## src/rtl/hall_call_manager.sv

```systemverilog
// Hall call manager: latches per-floor up/down hall calls, drives the lamps and
// offers undispatched calls to the building controller in round-robin order.
module hall_call_manager #(
    parameter int NUM_FLOORS = 7,
    parameter int FLOOR_W    = 3
) (
    input  logic                  clk,
    input  logic                  reset,
    input  logic [NUM_FLOORS-1:0] hall_req,
    input  logic [NUM_FLOORS-1:0] hall_dir_up_ndown,
    output logic                  call_valid,
    output logic [FLOOR_W-1:0]    call_floor,
    output logic                  call_dir_up_ndown,
    input  logic                  call_ready,
    input  logic                  clear_valid,
    input  logic [FLOOR_W-1:0]    clear_floor,
    input  logic                  clear_dir_up_ndown,
    output logic [NUM_FLOORS-1:0] lamp_up,
    output logic [NUM_FLOORS-1:0] lamp_down,
    output logic [3:0]            pending_count
);

    localparam int unsigned NUM_ENTRIES = 2 * NUM_FLOORS;
    localparam int unsigned IDX_W       = $clog2(NUM_ENTRIES);

    typedef enum logic {IDLE, OFFER} state_t;

    state_t                 state;
    logic [NUM_ENTRIES-1:0] pending;
    logic [NUM_ENTRIES-1:0] dispatched;
    logic [NUM_ENTRIES-1:0] req_mask;
    logic [NUM_ENTRIES-1:0] clr_mask;
    logic [NUM_ENTRIES-1:0] cand;
    logic [NUM_ENTRIES-1:0] pending_next;
    logic [NUM_ENTRIES-1:0] dispatched_next;
    logic [IDX_W-1:0]       last_granted;
    logic [IDX_W-1:0]       offer_idx;
    logic [IDX_W-1:0]       sel_idx;
    logic                   found;
    logic                   withdraw;
    logic                   accept;
    logic [3:0]             count_next;

    // Entry index = 2*floor + dir; top-floor up and ground-floor down never exist.
    always_comb begin
        req_mask = '0;
        clr_mask = '0;
        for (int unsigned f = 0; f < NUM_FLOORS; f++) begin
            if (hall_req[f]) begin
                if (hall_dir_up_ndown[f]) begin
                    if (f != NUM_FLOORS - 1) req_mask[2*f+1] = 1'b1;
                end else if (f != 0) begin
                    req_mask[2*f] = 1'b1;
                end
            end
            if (clear_valid && clear_floor == FLOOR_W'(f)) begin
                if (clear_dir_up_ndown) clr_mask[2*f+1] = 1'b1;
                else                    clr_mask[2*f]   = 1'b1;
            end
        end
    end

    // Entries being cleared this cycle are not eligible for a fresh offer.
    always_comb begin
        int unsigned j;
        j       = 0;
        cand    = pending & ~dispatched & ~clr_mask;
        found   = 1'b0;
        sel_idx = '0;
        for (int unsigned i = 1; i <= NUM_ENTRIES; i++) begin
            j = (32'(last_granted) + i) % NUM_ENTRIES;
            if (!found && cand[j]) begin
                found   = 1'b1;
                sel_idx = IDX_W'(j);
            end
        end
    end

    // A clear of the offered entry withdraws the offer even if call_ready is high.
    always_comb begin
        withdraw        = (state == OFFER) && clr_mask[offer_idx];
        accept          = (state == OFFER) && call_ready && !withdraw;
        pending_next    = (pending | req_mask) & ~clr_mask;
        dispatched_next = dispatched & ~clr_mask;
        if (accept) dispatched_next[offer_idx] = 1'b1;
        count_next = '0;
        for (int unsigned i = 0; i < NUM_ENTRIES; i++) begin
            count_next = count_next + 4'(pending_next[i]);
        end
    end

    always_comb begin
        lamp_up   = '0;
        lamp_down = '0;
        for (int unsigned f = 0; f < NUM_FLOORS; f++) begin
            lamp_up[f]   = pending[2*f+1];
            lamp_down[f] = pending[2*f];
        end
    end

    always_ff @(posedge clk) begin
        if (reset) begin
            state             <= IDLE;
            pending           <= '0;
            dispatched        <= '0;
            last_granted      <= IDX_W'(NUM_ENTRIES - 1);
            offer_idx         <= '0;
            call_valid        <= 1'b0;
            call_floor        <= '0;
            call_dir_up_ndown <= 1'b0;
            pending_count     <= '0;
        end else begin
            pending       <= pending_next;
            dispatched    <= dispatched_next;
            pending_count <= count_next;
            case (state)
                IDLE: begin
                    if (found) begin
                        state             <= OFFER;
                        call_valid        <= 1'b1;
                        offer_idx         <= sel_idx;
                        call_floor        <= FLOOR_W'(sel_idx >> 1);
                        call_dir_up_ndown <= sel_idx[0];
                    end
                end
                OFFER: begin
                    if (withdraw || accept) begin
                        state      <= IDLE;
                        call_valid <= 1'b0;
                        if (accept) last_granted <= offer_idx;
                    end
                end
            endcase
        end
    end

endmodule

```

## config.mk

```make
export PLATFORM = sky130hd
export DESIGN_NAME = hall_call_manager
export DESIGN_NICKNAME = d
export VERILOG_FILES = /design/src/rtl/hall_call_manager.sv
export SDC_FILE = /design/constraint.sdc
export NUM_CORES = 1
export LEC_CHECK = 0
export ABC_AREA = 1
export CORE_AREA = 2 2 167 104
export CTS_CLUSTER_DIAMETER = 120
export DETAILED_ROUTE_END_ITERATION = 10
export DIE_AREA = 0 0 169 106
export PLACE_DENSITY_LB_ADDON = 0.3
export SLEW_MARGIN = 20
export SYNTH_ARGS = -nofsm -noshare
export SYNTH_HDL_FRONTEND = slang
export SYNTH_SLANG_ARGS = --single-unit
export TNS_END_PERCENT = 50
```

## constraint.sdc

```tcl
create_clock -name clk -period 5.8 [get_ports clk]
set_input_delay 1.16 -clock clk [delete_from_list [all_inputs] [get_ports clk]]
set_output_delay 1.16 -clock clk [all_outputs]
set_load 0.005 [all_outputs]
```

======== Word-level counts from Yosys, hierarchy flattened ========
Index checks and enable logic that the tools add are counted.
cells by class
  add/subtract/negate cells ............... 27
  divide/modulo/power cells ............... 14
  magnitude comparators ................... 16
  equal/unequal tests ..................... 8
  muxes and demuxes ....................... 95
  bitwise logic cells ..................... 9
  reduce and logical (&&, ||, !) cells .... 43
operator list
  operator                                                            number
  < comparator 32 x 5 -> 1 bit (second input constant)                14
  modulo 32 x 4 -> 32 bit (second input constant)                     14
  binary-select mux 1 bit (select 4 bit)                              15
  bitwise AND 14 bit                                                  4
  two-way mux 4 bit                                                   14
  two-way mux 1 bit                                                   50
  adder 4 x 1 -> 4 bit                                                10
  adder 4 x 4 -> 5 bit (second input constant)                        7
  NOT 14 bit                                                          2
  logical AND 1 bit                                                   24
  two-way mux 2 bit                                                   12
  adder 4 x 3 -> 5 bit (second input constant)                        4
  zero test 1 bit                                                     14
  two-way mux 14 bit                                                  1
  OR 14 x 13 -> 14 bit                                                1
  OR 14 bit                                                           1
  adder 4 x 2 -> 5 bit (second input constant)                        2
  equality test 3 bit (second input constant)                         3
  equality test 3 x 2 -> 1 bit (second input constant)                2
  adder 4 x 1 -> 5 bit (second input constant)                        1
  < comparator 4 x 5 -> 1 bit (second input constant)                 1
  adder 3 x 1 -> 4 bit                                                1
  demux 1 bit (select 4 bit)                                          1
  greater-or-equal comparator 4 x 1 -> 1 bit (second input constant)  1
  11 further kinds                                                    13
storage, ports and cells
  register bits ........................... 46
  input port bits ......................... 22
  output and inout bits ................... 23
  logic and storage cells ................. 221

======== Logic depth before layout (Yosys ltp) ========
  depth in word-level cells ............... 49
  depth in mapped cells ................... 34
  mapped depth without buffers ............ 34

======== Worst setup path before layout ========
OpenSTA, ideal clock, no wires.
  path type ............................... input port to flip-flop
  start ................................... input clear_dir_up_ndown
  end ..................................... register pending_count[2]
  setup time .............................. 0.128 ns
  arrival ................................. 4.519 ns
  data required time ...................... 5.672 ns
  path slack .............................. 1.153 ns
  stages on the path ...................... 16
  buffers on the path ..................... 1
  cell sequence ........................... buf_2 -> nand3_1 -> inv_1 -> or2_2 -> fa_1 -> inv_1 -> fa_1 -> fa_1 -> inv_1 -> fa_1 -> inv_1 -> ha_1 -> inv_1 -> fa_1 -> xor2_1 -> nor2_1
between the ends
  longest elaborated chain between the ends .. 17
  elaborated cells on any way between the ends .. 24
  classes of those cells .................. add/sub: 13; mux: 9; bitwise: 2
RTL lines
  element                             line  source
  start, declared                     17    input logic clear_dir_up_ndown,
  two-way mux 1 bit                   57    if (clear_dir_up_ndown) clr_mask[2*f+1] = 1'b1;
  two-way mux 2 bit                   56    if (clear_valid && clear_floor == FLOOR_W'(f)) begin
  NOT 14 bit *                        83    pending_next = (pending | req_mask) & ~clr_mask;
  bitwise AND 14 bit *                83
  adder 1 x 1 -> 2 bit                88    count_next = count_next + 4'(pending_next[i]);
  adder 2 x 1 -> 3 bit                88
  adder 3 x 1 -> 4 bit                88
  adder 4 x 1 -> 4 bit (9 in series)  88
  adder 4 x 1 -> 4 bit *              88
  end signal, assigned                115   pending_count <= count_next;
  end, declared                       20    output logic [3:0] pending_count
Every way passes the cells marked *; elsewhere a longest branch is shown, timed or not.
A chain may end at the register's enable or synchronous reset.

======== Worst setup path in the final report ========
  start ................................... input clear_floor[0]
  end ..................................... register pending_count[2]
between the ends
  longest elaborated chain between the ends .. 18
  elaborated cells on any way between the ends .. 36
  classes of those cells .................. add/sub: 13; eq/ne: 6; mux: 7; bitwise: 2; reduce/logical: 8
RTL lines
  element                             line  source
  start, declared                     16    input logic [FLOOR_W-1:0] clear_floor,
  zero test 3 bit                     56
  logical AND 1 bit                   56
  two-way mux 2 bit                   56
  NOT 14 bit *                        83
  bitwise AND 14 bit *                83
  adder 1 x 1 -> 2 bit                88
  adder 2 x 1 -> 3 bit                88
  adder 3 x 1 -> 4 bit                88
  adder 4 x 1 -> 4 bit (9 in series)  88
  adder 4 x 1 -> 4 bit *              88
Marks and branches as above.

==> impl_metrics.yaml <==
sta:
  timing.setup.tns_ns: 0
  post_route_clock_period_utilization_pct: 89.68
  max_freq_mhz: 192.3
  finalWorstPathRequiredPeriod_ns: 5.201
  maxSlewHeadroom_pct: 37.67
  timing.clock.skew_ns: 0.009028
  setup-violations-final: 0
  timing_hold_violations_final: 0
  worst-slew-pin-transition_ns: 0.9251
  grt_setup_unrepaired: "false"
  drv_slew: 0
finish:
  ff_latch_area_um2: 840.8
  layout.cells.most_common_list: "sky130_fd_sc_hd__nand2_1 (283), sky130_fd_sc_hd__inv_1 (170), sky130_fd_sc_hd__nand3_1 (147)"
  multi_input_area_um2: 4773
  diodes_inserted: 0
  layout.nets: 1216
  area_growth_pct: 13.09
  fraction_of_final_layout_cells_with_drive_strength_greater_than_1_pct: 8.158
  post-route-util_pct: 43.95
  final_common_cell: "sky130_fd_sc_hd__nand2_1"
  num-fill-cells: 1822
worst_hold_path:
  worst_hold_path_type: "reg -> reg"
power:
  power_leakage_nw: 3.719
  switching_power_share_of_the_total_pct: 58.34
  share_seq_of_total_power_pct: 11.6
  clkPwrFrac_pct: 10.2
  internal-power_mw: 1.319
  power_frac_comb_pct: 78.2
  power.density_nw_per_um2: 434.6
  switching_power_summed_over_all_nets_mw: 1.847
  power.total_mw: 3.166
  peakVddDrop_v: 0.0001771
logic_synthesis:
  synthesis.nets: 1172
  yosysSeqAreaShare_pct: 13.05
  yosys_most_used_dff: "sky130_fd_sc_hd__dfxtp_1"
  synth_area_um2: 6441
  synth_warnings: 0
  synth_seq_cells: 42
  synth_cell_type_count: 54
  async_reset_ff_share_pct: 0
  post_synthesis_average_cell_area_um2: 5.882
  postSynthCellCount: 1095
  synth_enable_flop_cells: 0
setup_path:
  critical_path_required_ns: 5.97
  setup.worst_path.end_class: "register"
  regToRegSetupSlack_ns: 0.65
  critical_path_peak_fanout: 5
  start_kind: "input pin"
  critical_path_arrival_ns: 5.37
  worstSetupPathType: "in -> reg"
route:
  finalWirelength_mm: 21.13
  routedWlPerCell_um: 15.60
  route.vias.total: 7252
  routed_via_density: 5.356
  antenna_left: 0
  post-route-drc-count: 0
  initialDrtViolationCount: 846
  dr.pass1.iters: 6
clocking:
  clk_pin_slew_worst_paths_ns: 0.06
  post-cts-setup-buffers: 0
  cts-resized-gates: 0
  clockRootBuffer: "sky130_fd_sc_hd__clkbuf_16"
  clock_insertion_delay_worst_skew_ns: 0.30
  ctsLongestPathBuffers: 2
  cts_tree: "done"
  holdBufCountCts: 0
  htree_num_levels: 2
  cts_buffers: 5
  clock_sinks: 42
placement:
  detailed_place_hpwl_mm: 17.41
  gp_congestion: 0.9379
  portBuffers: 44
floorplan:
  placementRows: 37
  chipWidth_um: 169
  design.die.area_um2: 17910
  core_area_um2: 16570
  initial_core_util_pct: 38.86
  ioPinCount: 45
  die-height_um: 106
global_routing:
  grt_antenna_before_repair: 0
  gr-usage-all-layers_pct: 23.78
  grt_pass1_wl_mm: 33.92
  number_of_global_route_vias_before_repair: 6324
  grt_start_max_net_pins: 39
  grt_remaining_overflow: 0
outcome:
  status: "finished clean"
job:
  cap_viol_max_count: 0
[flip-flops by register name (all words and copies together), names as in the netlist]
signal and flops:
dispatched 14, pending_count 4, last_granted 4, pending 14
call_floor 3, call_valid 1, state 1, offer_idx 1
[through the flow]
stage / hold WS [ns] / setup slack, ns / instances / instance area (um^2)
4_1_cts: 0.4652 / 0.6492 / 1354 / 7284
3_3_place_gp: 0.4511 / 0.3736 / 1346 / 7122
6_report: 0.4652 / 0.5987 / 1354 / 7284
2_1_floorplan: 0.4374 / 1.153 / 1095 / 6441
5_1_grt: 0.4809 / 0.05812 / 1354 / 7284
3_5_place_dp: 0.4554 / 0.3609 / 1346 / 7122
[critical path, stage by stage]
cell and delay [ns]:
sky130_fd_sc_hd__clkdlybuf4s50_1 0.55, sky130_fd_sc_hd__nor2_1 0.11, sky130_fd_sc_hd__nand3_1 0.14, sky130_fd_sc_hd__inv_1 0.07, sky130_fd_sc_hd__or2_2 0.30, sky130_fd_sc_hd__fa_1 0.63, sky130_fd_sc_hd__inv_1 0.08, sky130_fd_sc_hd__fa_1 0.48
sky130_fd_sc_hd__fa_1 0.51, sky130_fd_sc_hd__inv_1 0.05, sky130_fd_sc_hd__fa_1 0.43, sky130_fd_sc_hd__inv_1 0.07, sky130_fd_sc_hd__ha_1 0.15, sky130_fd_sc_hd__inv_1 0.05, sky130_fd_sc_hd__fa_1 0.37, sky130_fd_sc_hd__xor2_1 0.15
sky130_fd_sc_hd__nor2_1 0.05
[logic make-up after synthesis]
family          synth area share [%]
mux                           0.1554
flops                          13.05
simple gates                   42.58
compound gates                 14.88
fa+ha+maj                      11.73
xor+xnor                       4.759
buf+inv                        12.84
[final cells by class]
cell class	instances	area share, %
clock inverter	1	0.4122
clock buffer	7	1.821
inverter	195	10.05
tap	214	3.676
sequential	42	11.54
multi-input combinational	842	65.53
timing repair buffer	53	6.974
[synthesized netlist by cell type (6+ instances only)]
library cell	count	area share, %
sky130_fd_sc_hd__xor2_2	6	1.5
sky130_fd_sc_hd__dfxtp_1	42	13
sky130_fd_sc_hd__o211ai_1	14	1.6
sky130_fd_sc_hd__fa_1	9	2.8
sky130_fd_sc_hd__nand2_1	283	16
sky130_fd_sc_hd__a21oi_1	46	3.6
sky130_fd_sc_hd__nand2_2	13	1.3
sky130_fd_sc_hd__xor2_1	18	2.4
sky130_fd_sc_hd__nor2_1	86	5.0
sky130_fd_sc_hd__inv_2	23	1.3
sky130_fd_sc_hd__inv_1	170	9.9
sky130_fd_sc_hd__o21ai_1	16	1.2
sky130_fd_sc_hd__nand3_1	147	11
sky130_fd_sc_hd__nand3b_1	10	1.2
sky130_fd_sc_hd__o21ai_0	58	4.5
sky130_fd_sc_hd__ha_1	46	8.9
sky130_fd_sc_hd__nand4_1	29	2.8
[path summary, 6_finish.rpt]
kind | from | end | cells after the start
worst max-delay path | clear_floor[0] | pending_count[2] | 17
worst min-delay path | dispatched[10] | dispatched[10] | 2
worst max register to register | last_granted[1] | call_valid | 23
worst min register to register | dispatched[10] | dispatched[10] | 2
[power groups by stage]
stage	combinational (mW)	clock (mW)	sequential [mW]
floorplan	1.81	0	0.361
global placement	2.38	0	0.373
detailed placement	2.40	0	0.373
CTS	2.41	0.325	0.367
global route	2.77	0.336	0.371
finish	2.47	0.322	0.368
[per-layer routing]
layer / wire length [um] / global-route usage (%) / vias up
li1: - / - / 3657
met1: 11080 / 39.02 / 3248
met2: 7027 / 28.19 / 322
met3: 2778 / 8.712 / 25
met4: 240 / 3.358 / 0
met5: 0 / 0 / -
Power figures use the tool's default switching activity.
